--- src/rtl/spiking_activation_array.sv ---
// Multi-channel spiking activation stage: per-channel leaky integrate-and-fire
// neurons with selectable post-spike reset, refractory period and saturating
// spike counters. One result vector per accepted step, one cycle later.
// Optional linear leak is enabled by defining SPIKING_ACTIVATION_LEAK_EN;
// without it the leak port is ignored and sub-threshold steps keep v = sum.
module spiking_activation_array #(
  parameter int unsigned DATA_WIDTH    = 16,
  parameter int unsigned NUM_CHANNELS  = 4,
  parameter int unsigned COUNT_WIDTH   = 16,
  parameter int unsigned REFRACT_WIDTH = 4
) (
  input  logic                                  clk,
  input  logic                                  rstn,
  input  logic                                  clear,
  input  logic                                  in_valid,
  input  logic [NUM_CHANNELS*DATA_WIDTH-1:0]    in_current,
  input  logic [DATA_WIDTH-1:0]                 threshold,
  input  logic [DATA_WIDTH-1:0]                 leak,
  input  logic                                  reset_mode,
  input  logic [REFRACT_WIDTH-1:0]              refractory_cycles,
  output logic                                  out_valid,
  output logic [NUM_CHANNELS-1:0]               spike,
  output logic [NUM_CHANNELS*COUNT_WIDTH-1:0]   accumulated_spikes,
  output logic [NUM_CHANNELS*DATA_WIDTH-1:0]    membrane_potential
);

  localparam int unsigned DW = DATA_WIDTH;
  localparam int unsigned NC = NUM_CHANNELS;
  localparam int unsigned CW = COUNT_WIDTH;
  localparam int unsigned RW = REFRACT_WIDTH;

  // Clamp a DW+1-bit two's-complement value into the signed DW-bit range.
  function automatic logic [DW-1:0] sat(input logic [DW:0] x);
    if (x[DW] != x[DW-1]) begin
      sat = x[DW] ? {1'b1, {(DW-1){1'b0}}} : {1'b0, {(DW-1){1'b1}}};
    end else begin
      sat = x[DW-1:0];
    end
  endfunction

  logic [DW-1:0] v_q   [NC];
  logic [RW-1:0] r_q   [NC];
  logic [CW-1:0] cnt_q [NC];
  logic [DW-1:0] v_d   [NC];
  logic [RW-1:0] r_d   [NC];
  logic [CW-1:0] cnt_d [NC];
  logic [DW-1:0] cur_w [NC];
  logic [DW-1:0] sum_w [NC];
  logic [NC-1:0] spk_d;
  logic [DW-1:0] leak_eff;

`ifdef SPIKING_ACTIVATION_LEAK_EN
  // Negative leak values would pump charge in, so they are clamped to zero.
  assign leak_eff = leak[DW-1] ? '0 : leak;
`else
  logic unused_leak;
  assign leak_eff    = '0;
  assign unused_leak = ^leak;
`endif

  // Per-channel next state for a valid step: refractory hold, integrate, fire.
  always_comb begin
    spk_d = '0;
    for (int i = 0; i < NC; i++) begin
      cur_w[i] = in_current[i*DW +: DW];
      sum_w[i] = sat({v_q[i][DW-1], v_q[i]} + {cur_w[i][DW-1], cur_w[i]});
      v_d[i]   = v_q[i];
      r_d[i]   = r_q[i];
      cnt_d[i] = cnt_q[i];
      if (r_q[i] != '0) begin
        r_d[i] = r_q[i] - RW'(1);
      end else if ($signed(sum_w[i]) >= $signed(threshold)) begin
        spk_d[i] = 1'b1;
        r_d[i]   = refractory_cycles;
        if (cnt_q[i] != '1) cnt_d[i] = cnt_q[i] + CW'(1);
        v_d[i]   = reset_mode ? sat({sum_w[i][DW-1], sum_w[i]} - {threshold[DW-1], threshold})
                              : '0;
      end else begin
        v_d[i] = sat({sum_w[i][DW-1], sum_w[i]} - {1'b0, leak_eff});
      end
    end
  end

  // State and output registers; clear beats a same-cycle valid step.
  always_ff @(posedge clk or negedge rstn) begin
    if (!rstn) begin
      out_valid <= 1'b0;
      spike     <= '0;
      for (int i = 0; i < NC; i++) begin
        v_q[i]   <= '0;
        r_q[i]   <= '0;
        cnt_q[i] <= '0;
      end
    end else if (clear) begin
      out_valid <= 1'b0;
      spike     <= '0;
      for (int i = 0; i < NC; i++) begin
        v_q[i]   <= '0;
        r_q[i]   <= '0;
        cnt_q[i] <= '0;
      end
    end else if (in_valid) begin
      out_valid <= 1'b1;
      spike     <= spk_d;
      for (int i = 0; i < NC; i++) begin
        v_q[i]   <= v_d[i];
        r_q[i]   <= r_d[i];
        cnt_q[i] <= cnt_d[i];
      end
    end else begin
      out_valid <= 1'b0;
      spike     <= '0;
    end
  end

  // Pack the registered per-channel state onto the output buses.
  always_comb begin
    membrane_potential = '0;
    accumulated_spikes = '0;
    for (int i = 0; i < NC; i++) begin
      membrane_potential[i*DW +: DW] = v_q[i];
      accumulated_spikes[i*CW +: CW] = cnt_q[i];
    end
  end

endmodule
--- config.mk ---
export PLATFORM = sky130hd
export DESIGN_NAME = spiking_activation_array
export DESIGN_NICKNAME = d
export VERILOG_FILES = /design/src/rtl/spiking_activation_array.sv
export SDC_FILE = /design/constraint.sdc
export NUM_CORES = 1
export LEC_CHECK = 0
export CAP_MARGIN = 10
export CORE_MARGIN = 2
export CORE_UTILIZATION = 55
export DETAILED_ROUTE_END_ITERATION = 6
export HOLD_SLACK_MARGIN = 0.06
export PLACE_DENSITY = 0.86
export SLEW_MARGIN = 10
export SYNTH_ARGS = -nofsm -noshare
export SYNTH_HDL_FRONTEND = slang
export SYNTH_SLANG_ARGS = --single-unit
--- constraint.sdc ---
create_clock -name clk -period 12.57 [get_ports clk]
set_input_delay 2.514 -clock clk [delete_from_list [all_inputs] [get_ports clk]]
set_output_delay 2.514 -clock clk [all_outputs]
set_load 0.02 [all_outputs]
# [After elaboration in Yosys (flattened, before gate mapping)]
# Cells that the tools add are included.
[op_classes] addsub=16 n_lt_le_gt_ge=4 n_eq_ne=16 mux=66 n_reduce_logical=29
[op_table] operator="2-to-1 mux 16 bit" count=42
[op_table] operator="2-to-1 mux 64 bit" count=4
[op_table] operator="adder 16 x 16 -> 17 bit" count=4
[op_table] operator="subtractor 16 x 16 -> 17 bit" count=4
[op_table] operator="adder 16 x 1 -> 16 bit (second input constant)" count=4
[op_table] operator=">= comparator 16 bit" count=4
[op_table] operator="inequality test 16 bit (second input constant)" count=4
[op_table] operator="2-to-1 mux 4 bit" count=10
[op_table] operator="nonzero test 2 bit" count=9
[op_table] operator="AND reduction 2 bit" count=8
[op_table] operator="AND reduction 4 bit" count=4
[op_table] operator="nonzero test 4 bit" count=4
[op_table] operator="subtractor 4 x 1 -> 4 bit (second input constant)" count=4
[op_table] operator="nonzero test 3 bit" count=4
[op_table] operator="2-to-1 mux 1 bit" count=10
[op_table] operator="inequality test 1 bit" count=8
[op_table] operator="inequality test 2 bit (second input constant)" count=4
[totals] ff_bits=149 input_bits=105 out_inout_bits=133 wordCells=145

# [Depth between registers and ports, before layout]
# Gate-level depths: netlist (run 1).
[logic_depth] depth_word=11 depth_mapped=28

# [Worst setup path before layout (run 1)]
# Ideal clock, no wire load.
[synth_timing] path_type="input-to-reg" start="input in_current[49]" end="register v_q, in the netlist membrane_potential[60]" setup_ns=0.082 arrival_time_ns=8.027 required_time_ns=12.488 path_slack_ns=4.461 stages=28 path_buffers=3 path_cell_list="ha_1 a211oi_1 o21bai_1 a2111oi_0 o31ai_1 a21o_1 a21o_1 a21oi_1 o21bai_1 xor2_1 ha_1 clkbuf_1 inv_1 nor2_1 o31ai_4 buf_2 o21ai_0 ha_1 o21a_1 o31a_1 o41ai_2 o41ai_2 o21ai_2 nor3_1 a311oi_2 clkbuf_2 o21ai_0 a31oi_1"
[synth_via] elab_chain_cells=11
[synth_rtl] item="from (decl)" line="16" text="input logic [NUM_CHANNELS*DATA_WIDTH-1:0] in_current,"
[synth_rtl] item="adder 16 x 16 -> 17 bit (*)" line="66" text="sum_w[i] = sat({v_q[i][DW-1], v_q[i]} + {cur_w[i][DW-1], cur_w[i]});"
[synth_rtl] item="2-to-1 mux 16 bit or inequality test 1 bit (tied branches)" line="35, 34"
[synth_rtl] item="2-to-1 mux 16 bit (*)" line="34" text="if (x[DW] != x[DW-1]) begin"
[synth_rtl] item="subtractor 16 x 16 -> 17 bit" line="76" text="v_d[i] = reset_mode ? sat({sum_w[i][DW-1], sum_w[i]} - {threshold[DW-1], threshold})"
[synth_rtl] item="2-to-1 mux 16 bit or inequality test 1 bit (tied branches)" line="35, 34"
[synth_rtl] item="2-to-1 mux 16 bit" line="34"
[synth_rtl] item="2-to-1 mux 16 bit" line="76"
[synth_rtl] item="2-to-1 mux 16 bit (*)" line="72" text="end else if ($signed(sum_w[i]) >= $signed(threshold)) begin"
[synth_rtl] item="2-to-1 mux 16 bit (*)" line="70" text="if (r_q[i] != '0) begin"
[synth_rtl] item="2-to-1 mux 64 bit (*)" line="102" text="end else if (in_valid) begin"
[synth_rtl] item="2-to-1 mux 64 bit (*)" line="94" text="end else if (clear) begin"
[synth_rtl] item="to (signal, indexed assignment)" line="106" text="v_q[i] <= v_d[i];"
[synth_rtl] item="to (decl)" line="41" text="logic [DW-1:0] v_q [NC];"
# Every way passes the cells marked *; elsewhere a longest branch is shown, timed or not. The select of a mux whose other input is x is not followed.
# A chain may end at the register's enable or synchronous reset.

# [Final worst setup path (run 1)]
[layout_timing] start="input in_current[49]" end="register cnt_q, in the netlist accumulated_spikes[57]"
[layout_via] elab_chain_cells=6
[layout_rtl] item="adder 16 x 16 -> 17 bit (*)" line="66"
[layout_rtl] item="2-to-1 mux 16 bit or inequality test 1 bit (tied branches)" line="35, 34"
[layout_rtl] item="2-to-1 mux 16 bit (*)" line="34"
[layout_rtl] item=">= comparator 16 bit (*)" line="72"
[layout_rtl] item="nonzero test 2 bit (no source line) (*)"
[layout_rtl] item="AND reduction 4 bit (no source line) (*)"
[layout_rtl] item="to (signal, indexed assignment)" line="108" text="cnt_q[i] <= cnt_d[i];"
[layout_rtl] item="to (decl)" line="43" text="logic [CW-1:0] cnt_q [NC];"
# Every way passes the cells marked *; elsewhere a longest branch is shown, timed or not.

==> results of run 1 <==
## metrics by stage
stage / instances / hold slack, ns / worst slack (ns)
floorplan: 1785 / 0.449 / 4.46
global placement: 2303 / 0.471 / 2.90
detailed placement: 2303 / 0.488 / 2.70
CTS: 2335 / 0.505 / 3.12
global route: 2335 / 0.519 / 2.46
finish: 2335 / 0.514 / 3.00
## metal layers
| layer | track usage [%] | share of wire (%) | routed length, um | vias up |
|---|---|---|---|---|
| li1 | - | - | - | 6899 |
| met2 | 52.6 | 48 | 20700 | 583 |
| met3 | 3.95 | 5.9 | 2550 | 100 |
| met1 | 41.5 | 43 | 18500 | 6876 |
| met5 | 0 | 0 | 0 | - |
| met4 | 11.4 | 3.1 | 1350 | 0 |
## path summary, 6_finish.rpt
kind | endpoint | slack [ns] | startpoint
min | r_q[11] | 0.51 | r_q[11]
max reg2reg | accumulated_spikes[57] | 5.09 | membrane_potential[49]
max in group asynchronous | membrane_potential[30] | 8.95 | rstn
min in group asynchronous | accumulated_spikes[63] | 2.07 | rstn
max | accumulated_spikes[57] | 3.00 | in_current[49]
min reg2reg | r_q[11] | 0.51 | r_q[11]
## registers in the layout, summed over array words and instances, names as in the netlist
register            count
accumulated_spikes     64
membrane_potential     64
r_q                    16
out_valid               1
spike                   4
## layout make-up
type                       count  area [sq um]  area share (%)
inverter                      75           282            1.61
tap                          335           419            2.40
sequential                   149          3730            21.4
multi-input combinational   1515         10100            58.0
clock inverter                14           184            1.05
timing repair buffer         229          2270            13.0
clock buffer                  18           439            2.52
## cells by family after synthesis
| logic type | count (synthesis) |
|---|---|
| flip-flops | 149 |
| AO/OA/AOI/OAI | 543 |
| AND/OR/NAND/NOR | 668 |
| multiplexers | 3 |
| XOR/XNOR | 143 |
| adder cells (fa/ha/maj) | 158 |
| buffers and inverters | 121 |
## Yosys cell counts (all sizes together) (40+ instances only)
library cell	number	share of area, %
nand2	214	5.6
clkbuf	40	1.1
xor2	55	3.4
xnor2	88	5.4
nand3	41	1.4
inv	75	2.0
a21oi	124	4.3
nor2	180	4.7
dfrtp	149	26
nor3	50	1.7
ha	149	13
o21ai	148	5.2
==> metrics.cfg, run 1 <==
[cells_and_area]
design_area_sq_um=17400
drive_gt1_share_pct=3.90
n_antenna_cell=0
final_core_util_pct=67.5
num-fill-cells=2157
nNetsFinal=2249
syn_to_final_growth_pct=21.9
final_cell_mix=clkdlybuf4s50_1 (219), nand2_1 (214), nor2_1 (179)
layout_commonest_cell=clkdlybuf4s50_1

[worst_setup_path]
slowest_delay_ns=0.68
critical_path.top_delay_family=compound AO/OA/AOI/OAI gates
cp_max_fo=18
critPathBufInv=2
path_depth=26
cp-start-kind=primary input
crit_top_cell=ha_1
slowest_stage=a2111oi_0
cp-end-kind=flip-flop
crit_type=in -> reg
crit_arrival_ns=9.88
r2r_cells=25
required_ns=12.88

[routing]
drtIter0Drc=1214
routed_wl_um=43100
post_drt_wl_per_cell_um=18.5
vias=14500
drc=0
firstDrtPassIters=6
drtAntennaViolNets=0
drt-vias-per-instance=6.19

[global_route]
grt_pass1_vias=13800
antenna_found_initial=0
grt-ovfl-total=0
grt_pass1_wl_um=68600
track_usage_pct=31.3
grt_max_degree=78

[flow_run]
max-cap-violations=0

[yosys]
synth_compound_area_share_pct=25.4
ys_warn_count=0
syn_inst=1785
async_flop_share_pct=100
syn_nets=2047
synth_top_family_by_area=compound AO/OA/AOI/OAI gates
yosysUniqueCellTypes=85
syn_avg_cell_area_sq_um=8.02
synth_mux_area_share_pct=0.210
ys_seq_area_share_pct=26.1
ys_ff_latch=149
synth_simple_gate_area_share_pct=22.1
synth-xor-area-share_pct=8.75
synthFlopType=dfrtp_1
synth-adder-area-share_pct=14.2
synth_edf_count=0
synthesis.area_sq_um=14300

[clocking]
cts_max_level=4
clock_sinks=149
cts_buffers=17
cts_tree=done
cts_buffer_depth=2
root_buffer=clkbuf_16
cts_setup_buffers=0
cts_resized=0
clk_latency_ns=0.44
cts_hold_buffers=0
path_clk_slew_ns=0.07

[timing]
setup_viol=0
relSlewSlack_pct=30.6
worst_pin_slew_ns=1.04
rsz0062_at_grt=no
finClkSkew_ns=0.0165
finalSetupTns_ns=0
max_freq_ghz=0.104
min_period_ns=9.57
drv_slew=0
hold_viol_final=0
min_period_over_period_pct=76.2

[floorplanning]
initial_core_util_pct=55.4
die_w_um=165
core-area_sq_um=25800
pin_count=238
rows=59
die-height_um=165
dieArea_sq_um=27300

[place]
placement.cell_area_sq_um=16800
port_buffers=221
gp_congestion=0.916
hpwlAfterDp_um=32200

[min_path]
holdPathStages=1
hold_class=reg -> reg

[run_status]
status=complete, no violations

Power of run 1 is not shown: default switching activity piles up to over one toggle a cycle in this logic, so the estimate is an artifact.
==> run 2, diff against run 1 <==
clock period = 8.9 ns   (was 12.57 ns; I/O delays follow)
==> run 2 against run 1 <==
  * Utilization is 0.45 points higher
  * Critical endpoint unchanged
  * Register-to-register slack got worse by 2.9 ns
  * First-iteration DRC count is 5.5% lower
  * Sequential cell count unchanged
  * Sequential share of layout area down 0.14 points
  * Final cell count increased by 0.99%
  * Non-clock buffer count increased by 23
==> metrics.cfg, run 2 (synthesis results as in run 1) <==
[flow_run]
max-cap-violations=0

[place]
port_buffers=221
hpwlAfterDp_um=32500
gp_congestion=0.931

[clocking]
clk_latency_ns=0.44
path_clk_slew_ns=0.07
cts_buffer_depth=2
cts_resized=0
root_buffer=clkbuf_16
cts_max_level=4
cts_buffers=17
cts_tree=done
clock_sinks=149
cts_hold_buffers=0
cts_setup_buffers=0

[worst_setup_path]
cp_max_fo=14
cp-end-kind=flip-flop
crit_arrival_ns=8.39
rrSetupSlack_ns=2.17
crit_type=in -> reg
cp-start-kind=primary input
required_ns=9.19

[global_route]
grt-ovfl-total=0
grt_max_degree=91
grt_pass1_wl_um=68000
met2_usage_pct=51.8
antenna_found_initial=0
grt_pass1_vias=13900
use_met3_pct=4.87
grt-busiest-layer=met2
use_met1_pct=38.9
track_usage_pct=30.9

[timing]
relSlewSlack_pct=23.0
finalSetupTns_ns=0
rsz0062_at_grt=no
min_period_over_period_pct=91.0
finClkSkew_ns=0.0137
drv_slew=0
hold_viol_final=0
min_period_ns=8.10
setup_viol=0
worst_pin_slew_ns=1.15
max_freq_ghz=0.124

[cells_and_area]
final_cell_mix=clkdlybuf4s50_1 (219), nand2_1 (214), nor2_1 (179)
syn_to_final_growth_pct=22.7
drive_gt1_share_pct=4.94
num-fill-cells=2163
layout_commonest_cell=clkdlybuf4s50_1
nNetsFinal=2272
n_antenna_cell=0

[routing]
firstDrtPassIters=5
drt-vias-per-instance=6.20
drc=0
vias=14600
routed_wl_um=43000
drtAntennaViolNets=0
post_drt_wl_per_cell_um=18.2
drtIter0Drc=1147

[floorplanning]
pin_count=238
initial_core_util_pct=55.4
dieArea_sq_um=27300
core-area_sq_um=25800
die-height_um=165
rows=59
die_w_um=165

[min_path]
hold_class=reg -> reg

[run_status]
status=complete, no violations

run 2: cell types whose count changed in the layout (fill, tap and decap cells not counted), sizes merged:
cell | before | now
clkinv | 3 | 4
bufinv | 2 | 0
clkinvlp | 1 | 2
buf | 10 | 33
run 2: final cells by class:
cell class / instances / area [sq um] / area share, %
clock buffer: 18 / 429 / 2.44
clock inverter: 14 / 138 / 0.784
inverter: 75 / 282 / 1.60
multi-input combinational: 1515 / 10100 / 57.6
sequential: 149 / 3730 / 21.2
tap: 335 / 419 / 2.39
timing repair buffer: 252 / 2440 / 13.9
run 2: stage by stage:
step	hold WS, ns	worst slack [ns]	util [%]	cell area (sq um)	instances
floorplan	0.449	1.52	-	14300	1785
global placement	0.471	0.562	65.8	17000	2326
detailed placement	0.478	0.425	65.8	17000	2326
CTS	0.494	0.856	68.0	17600	2358
global route	0.538	0.350	68.0	17600	2358
finish	0.497	0.804	68.0	17600	2358
run 2: path summary, 6_finish.rpt:
| path | start | to | cells after the start |
|---|---|---|---|
| worst max-delay path | in_current[49] | accumulated_spikes[57] | 26 |
| worst min-delay path | r_q[11] | r_q[11] | 1 |
| worst max register to register | membrane_potential[49] | accumulated_spikes[57] | 25 |
| worst min register to register | r_q[11] | r_q[11] | 1 |
| max in group asynchronous | rstn | membrane_potential[37] | 2 |
| min in group asynchronous | rstn | accumulated_spikes[62] | 1 |
run 2: metal layers:
layer  part of all wire, %  vias up
li1                      -     6971
met1                    42     6877
met2                    47      630
met3                   6.7      145
met4                   4.7        0
met5                     0        -
run 2: worst max-delay path: stages:
cell and delay (ns):
clkdlybuf4s50_1 0.43, ha_1 0.32, a211oi_1 0.25, o21bai_1 0.15
a2111oi_0 0.61, o31ai_1 0.21, a21o_1 0.25, a21o_1 0.21
a21oi_1 0.14, o21bai_1 0.11, xor2_1 0.16, ha_1 0.32
inv_1 0.17, nor2_1 0.11, o31ai_4 0.14, o21ai_0 0.31
ha_1 0.43, o21a_1 0.13, o31a_1 0.21, o41ai_2 0.12
o41ai_2 0.58, o31a_1 0.35, a41oi_2 0.26, nor4b_1 0.40
xnor2_1 0.16, nor2_1 0.06
Power of run 2 is left out for the same reason.
